--- src/rtl/seq_detector_pkg.sv ---
// Shared types and default constants for the parametrised sequence detector.
package seq_detector_pkg;

   typedef enum logic [1:0] {
      EMPTY   = 2'd0,
      FILLING = 2'd1,
      ARMED   = 2'd2
   } fill_state_e;

   localparam logic [1:0] SYM_A = 2'd1;
   localparam logic [1:0] SYM_B = 2'd2;
   localparam logic [1:0] SYM_C = 2'd3;

   // C,B,B,A,A with the first-arriving symbol in the low bits
   localparam logic [9:0] DEF_RESET_PATTERN = {SYM_A, SYM_A, SYM_B, SYM_B, SYM_C};

endpackage

--- src/rtl/led_stretcher.sv ---
// Reloadable down-counter: led stays high for LED_HOLD cycles after the last trigger.
module led_stretcher #(
   parameter int LED_HOLD = 4
) (
   input  logic clk,
   input  logic reset,
   input  logic i_trig,
   output logic o_led
);

   localparam int HW = $clog2(LED_HOLD + 1);

   logic [HW-1:0] r_cnt;
   logic          r_led;

   // led is registered alongside the reload so it rises on the trigger edge
   always_ff @(posedge clk) begin
      if (reset) begin
         r_cnt <= '0;
         r_led <= 1'b0;
      end else if (i_trig) begin
         r_cnt <= HW'(LED_HOLD);
         r_led <= 1'b1;
      end else begin
         r_cnt <= (r_cnt != '0) ? r_cnt - 1'b1 : r_cnt;
         r_led <= (r_cnt > HW'(1));
      end
   end

   assign o_led = r_led;

endmodule

--- src/rtl/seq_detector_param.sv ---
// Programmable symbol-sequence detector with overlap mode and LED stretch.
// Optional saturating match counter built when SEQDET_MATCH_CNT_EN is defined.
module seq_detector_param
   import seq_detector_pkg::*;
#(
   parameter int                         SYM_W         = 2,
   parameter int                         SEQ_LEN       = 5,
   parameter logic [SEQ_LEN*SYM_W-1:0]   RESET_PATTERN = DEF_RESET_PATTERN,
   parameter int                         LED_HOLD      = 4,
   parameter int                         CNT_W         = 8
) (
   input  logic                       clk,
   input  logic                       reset,
   input  logic [SYM_W-1:0]           sym,
   input  logic                       sym_valid,
   input  logic                       overlap_en,
   input  logic                       cfg_we,
   input  logic [$clog2(SEQ_LEN)-1:0] cfg_idx,
   input  logic [SYM_W-1:0]           cfg_sym,
   output logic                       match,
   output logic                       led,
   output logic [CNT_W-1:0]           match_cnt
);

   localparam int IDX_W  = $clog2(SEQ_LEN);
   localparam int FILL_W = $clog2(SEQ_LEN + 1);
   localparam logic [FILL_W-1:0] FULL    = FILL_W'(SEQ_LEN);
   localparam logic [IDX_W:0]    IDX_LIM = (IDX_W + 1)'(SEQ_LEN);

   logic [SEQ_LEN-1:0][SYM_W-1:0] r_pat, r_hist;
   logic [FILL_W-1:0]             r_fill;
   logic                          r_match;

   logic [SEQ_LEN-1:0][SYM_W-1:0] w_pat_nxt, w_hist_nxt, w_shift;
   logic [FILL_W-1:0]             w_fill_nxt, w_fill_inc;
   logic                          w_match_nxt;
   fill_state_e                   w_state;

   always_ff @(posedge clk) begin
      if (reset) begin
         r_pat   <= RESET_PATTERN;
         r_hist  <= '0;
         r_fill  <= '0;
         r_match <= 1'b0;
      end else begin
         r_pat   <= w_pat_nxt;
         r_hist  <= w_hist_nxt;
         r_fill  <= w_fill_nxt;
         r_match <= w_match_nxt;
      end
   end

   // Newest symbol lands in the top slot, so slot 0 lines up with pattern slot 0
   assign w_shift = {sym, r_hist[SEQ_LEN-1:1]};

   always_comb begin
      w_pat_nxt   = r_pat;
      w_hist_nxt  = r_hist;
      w_fill_nxt  = r_fill;
      w_match_nxt = 1'b0;
      w_state     = FILLING;
      if (r_fill == '0)        w_state = EMPTY;
      else if (r_fill == FULL) w_state = ARMED;
      w_fill_inc = (w_state == ARMED) ? r_fill : r_fill + 1'b1;

      if (cfg_we) begin
         w_fill_nxt = '0;
         if ({1'b0, cfg_idx} < IDX_LIM) w_pat_nxt[cfg_idx] = cfg_sym;
      end else if (sym_valid) begin
         w_hist_nxt = w_shift;
         w_fill_nxt = w_fill_inc;
         if (w_shift == r_pat && w_fill_inc == FULL) begin
            w_match_nxt = 1'b1;
            w_fill_nxt  = overlap_en ? FULL : '0;
         end
      end
   end

   assign match = r_match;

   led_stretcher #(.LED_HOLD(LED_HOLD)) u_led (
      .clk    (clk),
      .reset  (reset),
      .i_trig (w_match_nxt),
      .o_led  (led)
   );

`ifdef SEQDET_MATCH_CNT_EN
   logic [CNT_W-1:0] r_cnt;

   always_ff @(posedge clk) begin
      if (reset)                         r_cnt <= '0;
      else if (w_match_nxt && r_cnt != '1) r_cnt <= r_cnt + 1'b1;
   end

   assign match_cnt = r_cnt;
`else
   assign match_cnt = '0;
`endif

endmodule

--- config.mk ---
export PLATFORM = sky130hd
export DESIGN_NAME = seq_detector_param
export DESIGN_NICKNAME = d
export VERILOG_FILES = /design/src/rtl/seq_detector_pkg.sv /design/src/rtl/led_stretcher.sv /design/src/rtl/seq_detector_param.sv
export SDC_FILE = /design/constraint.sdc
export NUM_CORES = 1
export LEC_CHECK = 0
export ABC_AREA = 1
export CAP_MARGIN = 25
export CORE_MARGIN = 5
export CORE_UTILIZATION = 50
export DETAILED_ROUTE_END_ITERATION = 6
export GPL_TIMING_DRIVEN = 0
export PLACE_DENSITY = 0.72
export REMOVE_ABC_BUFFERS = 1
export SYNTH_ARGS = -nofsm -noshare
export SYNTH_HDL_FRONTEND = slang
export SYNTH_HIERARCHICAL = 1
export SYNTH_SLANG_ARGS = --single-unit
export TNS_END_PERCENT = 10
--- constraint.sdc ---
create_clock -name clk -period 3.1 [get_ports clk]
set_input_delay 0.62 -clock clk [delete_from_list [all_inputs] [get_ports clk]]
set_output_delay 0.62 -clock clk [all_outputs]
set_load 0.01 [all_outputs]
== Yosys cells after proc, flatten, opt, wreduce, memory -nomap -nowiden ==
Index checks and enable logic that the tools add are counted.
Operators by class
  div/mod/pow operators: 0
  order comparisons: 4
  bitwise logic cells: 1
  add/sub/neg operators: 2
  multiplexer cells: 14
  shifts and indexed selects: 0
  multiply operators: 0
  reductions and logical operators: 9
  eq/ne operators: 4
Operators with widths (count)
  3-bit two-way mux: 5
  10-bit bitwise mux: 1
  10-bit == test: 1
  2-bit demux with 3-bit select: 1
  3-bit == test, second input constant: 2
  2-bit two-way mux: 3
  3-bit by 4-bit less-than comparator with 1-bit output, second input constant: 1
  1-bit two-way mux: 4
  2-bit AND reduction: 2
  2-bit OR reduction: 2
  3-bit by 1-bit adder with 3-bit output, second input constant: 1
  3-bit by 1-bit >= comparator with 1-bit output, second input constant: 1
  3-bit by 1-bit greater-than comparator with 1-bit output, second input constant: 1
  3-bit logical NOT: 1
  3-bit less-than comparator, second input constant: 1
  3-bit nonzero test: 1
  3-bit by 1-bit subtractor with 3-bit output, second input constant: 1
  2-bit == test, second input constant: 1
  1-bit logical AND: 2
  2-bit nonzero test: 1
  1-bit inverter: 1
Word-level totals
  input bits: 12
  bits in read-only memories: 0
  bits in writable memories: 0
  word-level logic and storage cells: 48
  latch bits: 0
  output and inout bits: 10
  register bits: 26
  memories kept: 0

== Depth between registers and ports, before layout ==
Gate-level depths: netlist (run 1).
  depth after elaboration: 11
  gate-level depth with buffers: 12
  gate-level depth less buffers: 12

== Cells and area by module ==
Netlist (run 1), hierarchy kept.
By module, submodules not included
  seq_detector_param: instances 1, area each 1244.9 um2, sequential area each 440.4 um2, cells an instance 196
  led_stretcher: instances 1, area each 217.7 um2, sequential area each 80.1 um2, cells an instance 31

== Least setup slack after synthesis (run 1) ==
Ideal clock, no wire load.
  path type: input port to flip-flop
  start: input port sym[0]
  end: register u_led.r_cnt[1]
  data required time: 2.984 ns
  slack: 1.616 ns
  library setup time: 0.116 ns
  data arrival time: 1.368 ns
  path buffers: 0
  stages: 11
  cell sequence: inv_1 nand2_1 nand2_1 nor2_1 nand2_1 nor2_2 nand2_2 nor2_1 nor2_1 o21ai_0 nor2_1
On the way
  longest elaborated chain between the ends: 6
Ends and longest elaborated chain
  from (decl): line seq_detector_param.sv:14  | input logic [SYM_W-1:0] sym,
  10-bit == test: line seq_detector_param.sv:72  | if (w_shift == r_pat && w_fill_inc == FULL) begin
  1-bit logical AND: line seq_detector_param.sv:72
  1-bit two-way mux: line seq_detector_param.sv:72
  1-bit two-way mux: line seq_detector_param.sv:69  | end else if (sym_valid) begin
  1-bit two-way mux: line seq_detector_param.sv:66  | if (cfg_we) begin
  net w_match_nxt: line seq_detector_param.sv:36  | logic w_match_nxt;
  2-bit OR reduction (no line)
  to (signal assigned): line led_stretcher.sv:22  | r_cnt <= HW'(LED_HOLD);
  to (signal assigned): line led_stretcher.sv:25  | r_cnt <= (r_cnt != '0) ? r_cnt - 1'b1 : r_cnt;
  to (decl): line led_stretcher.sv:13  | logic [HW-1:0] r_cnt;
The timed path passes the listed nets, and every way through them passes these cells.
A chain may end at the register's enable or synchronous reset.

== Final worst setup path (run 1) ==
  start: input port sym_valid
  end: register u_led.r_cnt[1]
On the way
  longest elaborated chain between the ends: 3
Ends and longest elaborated chain
  from (decl): line seq_detector_param.sv:15  | input logic sym_valid,
  1-bit two-way mux: line seq_detector_param.sv:69
  1-bit two-way mux: line seq_detector_param.sv:66
  net w_match_nxt: line seq_detector_param.sv:36
  2-bit OR reduction (no line)
The timed path passes the listed nets, and every way through them passes these cells.

==> key figures, run 1 <==
Outcome
  – Run status: finished clean

Critical path
  – Ordered cell list for the critical path: clkdlybuf4s50_1 -> inv_1 -> nor2_2 -> inv_1 -> nor2_1 -> nor2_1 -> o21ai_0 -> nor2_1
  – WP buf/inv: 3
  – Dominant cell type by count on the critical path: sky130_fd_sc_hd__nor2_1
  – Startpoint kind of the worst setup timing path: primary input
  – Slowest CP cell: sky130_fd_sc_hd__clkdlybuf4s50_1
  – Critical path arrival: 2290 ps
  – Kind of critical path: in -> reg
  – Reg-to-Reg End: u_led/r_cnt[1]
  – Top delay family on crit path: buffers and inverters
  – Setup slack of the worst register-to-register path: 1630 ps
  – Largest stage delay on the critical path: 560 ps
  – Maximum fanout along the worst path: 13
  – Worst Setup End Kind: flop
  – Required @ worst endpoint: 3340 ps
  – Cell depth of the worst flop-to-flop path: 9

Timing
  – Final-layout setup total negative slack: 0 ps
  – Min cycle time layout: 2060 ps
  – Final Cycle Share: 66.4%
  – FMAX: 486 MHz
  – Number of hold violations in the final report: 0
  – Final Slew Violations: 0
  – Final setup fails: 0
  – Skew final: 2.60 ps
  – Setup repair after global routing missed its margin: false

Synthesis
  – Share of synthesized cell area in and, or, nand and nor gates: 30.1%
  – Post-synth cell types: 23
  – Xor and xnor fraction of the mapped netlist area: 1.80%
  – Post-synthesis mux area share: 0%
  – Proportion of netlist area held by the largest area contributor: 35.6%
  – Number of register bits inferred by synthesis: 26
  – Yosys synthesis warning count: 6
  – Cell taking the most area after synthesis: sky130_fd_sc_hd__dfxtp_1
  – Post-Syn Area: 1460 µm²
  – Synthesized area per cell: 6.44 µm²
  – Main area contributors after synthesis: sky130_fd_sc_hd__dfxtp_1 (36%), sky130_fd_sc_hd__nand2_1 (13%), sky130_fd_sc_hd__nor2_1 (9.8%)
  – Synth Area in Compound Gates: 13.5%
  – Main combinational cell family by area after synthesis: simple AND/OR/NAND/NOR gates
  – Share of synthesized area occupied by flip-flops and latches: 35.6%
  – Count of mapped cells out of synthesis: 227
  – Adder-cell share of the synthesized area: 4.28%

Clock tree
  – Root Buffer: sky130_fd_sc_hd__clkbuf_4
  – CTS resizes: 0
  – Total number of clock tree sinks: 26
  – Max Root-Sink Buffers: 2
  – Clk Latency, worst-skew pair: 320 ps
  – Post-CTS setup buffers: 0
  – Clock transition at path regs: 140 ps
  – CTS buffer count: 3
  – Maximum level of the CTS H-tree: 1
  – Post-CTS Hold Buffers: 0
  – CTS tree: built

Worst hold path
  – Worst hold endpoint: r_hist[3]
  – Worst Hold Depth: 2
  – Worst hold path type: reg -> reg
  – Hold path startpoint: r_hist[5]

Finish
  – Share of final-layout standard cells stronger than drive strength 1: 6.64%
  – Synth-to-Final Area Change: 11.1%
  – Most common cell after layout, fill and taps aside: sky130_fd_sc_hd__nand2_1
  – Final #Nets: 259
  – Diodes inserted: 0
  – Most used cells in the layout excluding fill and tap cells: sky130_fd_sc_hd__nand2_1 (49), sky130_fd_sc_hd__nor2_1 (38), sky130_fd_sc_hd__inv_1 (34), sky130_fd_sc_hd__dfxtp_1 (26), sky130_fd_sc_hd__o21ai_0 (17)

Global route
  – Initial antenna violation count: 0
  – Vias in the first global route: 1151
  – Wire length of the first global-routing pass: 4.92 mm
  – Pin count of the biggest net entering global routing: 19
  – Leftover overflow at the end of global routing: 0
  – Total GRT Usage: 14.8%

Power
  – Power after layout: 0.790 mW
  – Pwr dens: 486 nW/µm²
  – Peak supply drop: 0.472 mV
  – Leakage Power: 0.790 nW

Floorplan
  – I/O pins: 22
  – Total core area: 2780 µm²
  – Horizontal die dimension: 64.1 µm
  – Number of placement rows: 19
  – Starting utilization of the core area: 52.6%
  – Total Die Area: 4110 µm²
  – Chip Height: 64.1 µm

Run
  – Number of maximum-capacitance constraint violations: 0

Routing
  – DRT iter0 DRCs: 42
  – Routed length per instance: 10.2 µm
  – DRC violations left: 0
  – Vias per cell: 4.72
  – Antenna-violating nets left: 0
  – Number of detailed-route iterations in the first pass: 4
  – Wire length reported by the detailed router: 2.77 mm
  – Count of vias placed by the detailed router: 1285

Placement
  – Placer congestion estimate: 0.796
  – Buffers added on ports: 13
  – DP Wirelength: 2.23 mm
state kept, by name, indices dropped and copies added (netlist names), named ones only:
| register | flops |
|---|---|
| match | 1 |
| r_fill | 2 |
| r_hist | 8 |
| r_pat | 10 |
| u_led/o_led | 1 |
| u_led/r_cnt | 3 |
worst register-to-register path: stages (launching register included):
cell and delay, ps:
sky130_fd_sc_hd__dfxtp_1 420, sky130_fd_sc_hd__nand2_1 110, sky130_fd_sc_hd__a21oi_1 120, sky130_fd_sc_hd__nand2_1 70, sky130_fd_sc_hd__nor2_1 150, sky130_fd_sc_hd__nand2_2 100
sky130_fd_sc_hd__nor2_1 180, sky130_fd_sc_hd__nor2_1 90, sky130_fd_sc_hd__o21ai_0 90, sky130_fd_sc_hd__nor2_1 60
kinds of logic (layout without fill, tap and decap cells):
kind of cell	count (synthesis)	after routing
other cells	1	8
flops	26	26
buf+inv	48	55
compound gates	37	37
simple gates	107	107
fa+ha+maj	5	5
xor+xnor	3	3
layer usage:
layer | up-vias | wire length, µm | track usage (%)
met5 | - | 0 | 0
li1 | 710 | - | -
met4 | 0 | 42 | 5.45
met2 | 31 | 1150 | 22.9
met3 | 4 | 153 | 2.63
met1 | 540 | 1430 | 20.6
through the flow:
stage | cells | setup slack (ps) | area [µm²] | hold WS, ps | util [%]
3_5_place_dp | 268 | 702 | 1590 | 476 | 57.1
2_1_floorplan | 224 | 1590 | 1420 | 447 | -
3_3_place_gp | 268 | 698 | 1590 | 467 | 57.1
6_report | 272 | 1040 | 1630 | 494 | 58.4
4_1_cts | 272 | 1070 | 1630 | 496 | 58.4
5_1_grt | 272 | 864 | 1630 | 525 | 58.4
report_power, final:
part | leakage (nW) | internal, mW | switching [mW] | total [mW]
clock | 0.0210 | 0.0719 | 0.105 | 0.177
sequential | 0.213 | 0.371 | 0.0266 | 0.398
combinational | 0.555 | 0.0913 | 0.125 | 0.216
total | 0.790 | 0.534 | 0.256 | 0.790
area by class of cell:
cell class	count	area, µm²
multi-input cells	160	757
repair buffers	13	130
clock buffers	4	36.3
inverters	38	143
fillers	282	1160
well taps	31	38.8
flip-flops and latches	26	520
worst max path at each step:
stage / startpoint / end / cells past startpoint
detailed placement: sym_valid / u_led/r_cnt[1] / 8
finish: sym_valid / u_led/r_cnt[1] / 8
CTS: sym_valid / u_led/r_cnt[1] / 8
global placement: sym_valid / u_led/r_cnt[0] / 8
global route: sym_valid / u_led/r_cnt[0] / 8
floorplan: sym_valid / u_led/r_cnt[1] / 7
synthesized netlist by cell type:
| library cell | instances |
|---|---|
| sky130_fd_sc_hd__nand2_1 | 49 |
| sky130_fd_sc_hd__nor2_1 | 38 |
| sky130_fd_sc_hd__inv_1 | 34 |
| sky130_fd_sc_hd__dfxtp_1 | 26 |
| sky130_fd_sc_hd__o21ai_0 | 17 |
| sky130_fd_sc_hd__a21oi_1 | 14 |
| sky130_fd_sc_hd__buf_4 | 8 |
| sky130_fd_sc_hd__nand3_1 | 8 |
| sky130_fd_sc_hd__ha_1 | 5 |
| sky130_fd_sc_hd__nand2_2 | 5 |
| sky130_fd_sc_hd__inv_2 | 4 |
| sky130_fd_sc_hd__o211ai_1 | 4 |
| sky130_fd_sc_hd__nor2_2 | 3 |
| sky130_fd_sc_hd__nor3_1 | 2 |
| sky130_fd_sc_hd__xnor2_1 | 2 |
| sky130_fd_sc_hd__buf_2 | 1 |
| sky130_fd_sc_hd__clkbuf_1 | 1 |
| sky130_fd_sc_hd__conb_1 | 1 |
| sky130_fd_sc_hd__nand3b_1 | 1 |
| sky130_fd_sc_hd__nand4_1 | 1 |
| sky130_fd_sc_hd__o21ai_1 | 1 |
| sky130_fd_sc_hd__o21bai_1 | 1 |
| sky130_fd_sc_hd__xor2_1 | 1 |
Note: power is estimated with default switching activity, not from simulation.
==> run 2: changes to the inputs <==
Clock period 3.1 ns to 1.9 ns, I/O delays scaled along.
==> key figures, run 2 (synthesis gave the netlist of run 1 again) <==
Outcome
  – Run status: finished clean

Critical path
  – Reg-to-Reg End: u_led/r_cnt[1]
  – Critical path arrival: 1890 ps (-400 ps)
  – Kind of critical path: in -> reg
  – Startpoint kind of the worst setup timing path: primary input
  – Required @ worst endpoint: 2140 ps (-1200 ps)
  – Cell depth of the worst flop-to-flop path: 9 (unchanged)
  – Maximum fanout along the worst path: 13 (unchanged)
  – Worst Setup End Kind: flop
  – Setup slack of the worst register-to-register path: 440 ps (-1190 ps)

Routing
  – Routed length per instance: 10.2 µm (+0.18%)
  – DRC violations left: 0 (unchanged)
  – Antenna-violating nets left: 0 (unchanged)
  – Vias per cell: 4.75 (+0.54%)
  – Number of detailed-route iterations in the first pass: 5 (+1)
  – DRT iter0 DRCs: 43 (+2.4%)
  – Count of vias placed by the detailed router: 1292 (+0.54%)
  – Wire length reported by the detailed router: 2.78 mm (+0.18%)

Global route
  – Vias in the first global route: 1151 (unchanged)
  – Initial antenna violation count: 0 (unchanged)
  – GRT busiest layer: met2
  – Total GRT Usage: 14.8% (unchanged)
  – Global routing usage on met3: 2.63% (unchanged)
  – Pin count of the biggest net entering global routing: 19 (unchanged)
  – Met1 demand-to-capacity share in global routing: 20.6% (unchanged)
  – Leftover overflow at the end of global routing: 0 (unchanged)
  – Global routing usage on met2: 22.9% (unchanged)
  – Wire length of the first global-routing pass: 4.92 mm (unchanged)

Power
  – Net Switching: 0.419 mW (+64%)
  – Switching fraction of total power: 32.5% (+0.078 points)
  – Peak supply drop: 0.771 mV (+63%)
  – Power after layout: 1.29 mW (+63%)
  – Leakage Power: 0.790 nW (about the same)
  – Combinational share of power: 27.4% (about the same)
  – Pwr dens: 792 nW/µm² (+63%)
  – Internal power: 0.872 mW (+63%)
  – Sequential cell fraction of total power: 50.3% (about the same)
  – Share of total power in the clock network: 22.3% (about the same)

Floorplan
  – Starting utilization of the core area: 52.6% (unchanged)
  – Horizontal die dimension: 64.1 µm (unchanged)
  – Total Die Area: 4110 µm² (unchanged)
  – I/O pins: 22 (unchanged)
  – Chip Height: 64.1 µm (unchanged)
  – Number of placement rows: 19 (unchanged)
  – Total core area: 2780 µm² (unchanged)

Finish
  – Synth-to-Final Area Change: 11.5%
  – Number of flip-flops in the largest register: 10 (unchanged)
  – Total area of multi-input combinational cells: 762 µm² (+0.66%)
  – Diodes inserted: 0 (unchanged)
  – Register bank with the most flops: r_pat
  – Filler Cells Inserted: 283 (+0.35%)
  – Share of final-layout standard cells stronger than drive strength 1: 6.64% (unchanged)
  – Most common cell after layout, fill and taps aside: sky130_fd_sc_hd__nand2_1
  – Final #Nets: 259 (unchanged)
  – FF+latch area: 520 µm² (unchanged)
  – Largest registers ranked by flip-flop count: r_pat (10), r_hist (8), u_led/r_cnt (3)
  – Most used cells in the layout excluding fill and tap cells: sky130_fd_sc_hd__nand2_1 (49), sky130_fd_sc_hd__nor2_1 (38), sky130_fd_sc_hd__inv_1 (34), sky130_fd_sc_hd__dfxtp_1 (26), sky130_fd_sc_hd__o21ai_0 (17)

Clock tree
  – Root Buffer: sky130_fd_sc_hd__clkbuf_4
  – CTS tree: built
  – Clock transition at path regs: 140 ps (about the same)
  – CTS buffer count: 3 (unchanged)
  – Max Root-Sink Buffers: 2 (unchanged)
  – Maximum level of the CTS H-tree: 1 (unchanged)
  – Clk Latency, worst-skew pair: 320 ps (about the same)
  – Total number of clock tree sinks: 26 (unchanged)

Timing
  – Setup repair after global routing missed its margin: false
  – Final Cycle Share: 87.1%
  – Skew final: 2.60 ps (-0.000420 ps)
  – Final setup fails: 0 (unchanged)
  – Number of hold violations in the final report: 0 (unchanged)
  – Min cycle time layout: 1650 ps
  – Final Hold Slack: 494 ps (unchanged)
  – Final Slew Violations: 0 (unchanged)
  – FMAX: 604 MHz

Worst hold path
  – Worst hold path type: reg -> reg
  – Worst Hold Depth: 2 (unchanged)
  – Worst hold endpoint: r_hist[3]
  – Hold path startpoint: r_hist[5]

Run
  – Number of maximum-capacitance constraint violations: 0 (unchanged)

Placement
  – Buffers added on ports: 13 (unchanged)
  – Placer congestion estimate: 0.796 (unchanged)
  – DP Wirelength: 2.23 mm (unchanged)
run 2: worst max path at each step:
| stage | startpoint | to | slack, ps | depth (start not counted) |
|---|---|---|---|---|
| detailed placement | sym_valid | u_led/r_cnt[1] | -260 | 8 |
| floorplan | sym_valid | u_led/r_cnt[1] | 630 | 7 |
| global placement | sym_valid | u_led/r_cnt[0] | -260 | 8 |
| CTS | sym_valid | u_led/r_cnt[1] | 110 | 8 |
| global route | sym_valid | u_led/r_cnt[0] | 80 | 8 |
| finish | sym_valid | u_led/r_cnt[1] | 250 | 8 |
run 2: layout make-up:
cell class | instances | share of cell area [%]
Clock buffer | 4 | 2.23
Inverter | 38 | 8.75
Multi-Input combinational cell | 160 | 46.7
Sequential cell | 26 | 31.9
Timing Repair Buffer | 13 | 7.98
Tap cell | 31 | 2.38
run 2: worst max-delay path, stage by stage:
cell,delay [ps]
sky130_fd_sc_hd__clkdlybuf4s50_1,560
sky130_fd_sc_hd__inv_1,110
sky130_fd_sc_hd__nor2_4,240
sky130_fd_sc_hd__inv_1,150
sky130_fd_sc_hd__nor2_1,220
sky130_fd_sc_hd__nor2_1,90
sky130_fd_sc_hd__o21ai_0,90
sky130_fd_sc_hd__nor2_1,60
run 2: per-stage QoR:
| step | setup WS (ps) | std cells | utilization (%) | setup TNS, ps | cell area (µm²) |
|---|---|---|---|---|---|
| 5_1_grt | 83.1 | 272 | 58.6 | 0 | 1630 |
| 3_5_place_dp | -258 | 268 | 57.1 | -950 | 1590 |
| 4_1_cts | 105 | 272 | 58.4 | 0 | 1630 |
| 6_report | 245 | 272 | 58.6 | 0 | 1630 |
| 3_3_place_gp | -262 | 268 | 57.1 | -1010 | 1590 |
| 2_1_floorplan | 633 | 224 | - | 0 | 1420 |
run 2: per-layer routing:
metal | wire length (µm) | part of all wire [%]
met2 | 1160 | 42
met5 | 0 | 0
met4 | 42 | 1.5
met3 | 159 | 5.7
met1 | 1420 | 51
run 2: timing repair:
item / 4_1_cts / 5_1_grt
resized for setup: 0 / 1
setup endpoints to repair: 0 / 3
hold buffers: 0 / 0
setup buffers: 0 / 0
run 2: power groups by stage:
stage	logic (mW)	clock network, mW	registers (mW)
final	0.354	0.288	0.649
after floorplan	0.252	0	0.656
after global routing	0.416	0.318	0.661
after detailed placement	0.352	0	0.661
after global placement	0.346	0	0.658
after CTS	0.354	0.295	0.649
==> run 3: changes to the inputs <==
Settings changed: GPL_ROUTABILITY_DRIVEN set to 1, TNS_END_PERCENT 10 to not set.
==> results of run 3 <==
No change in the layout: final DEF, timing and power equal those of run 2.
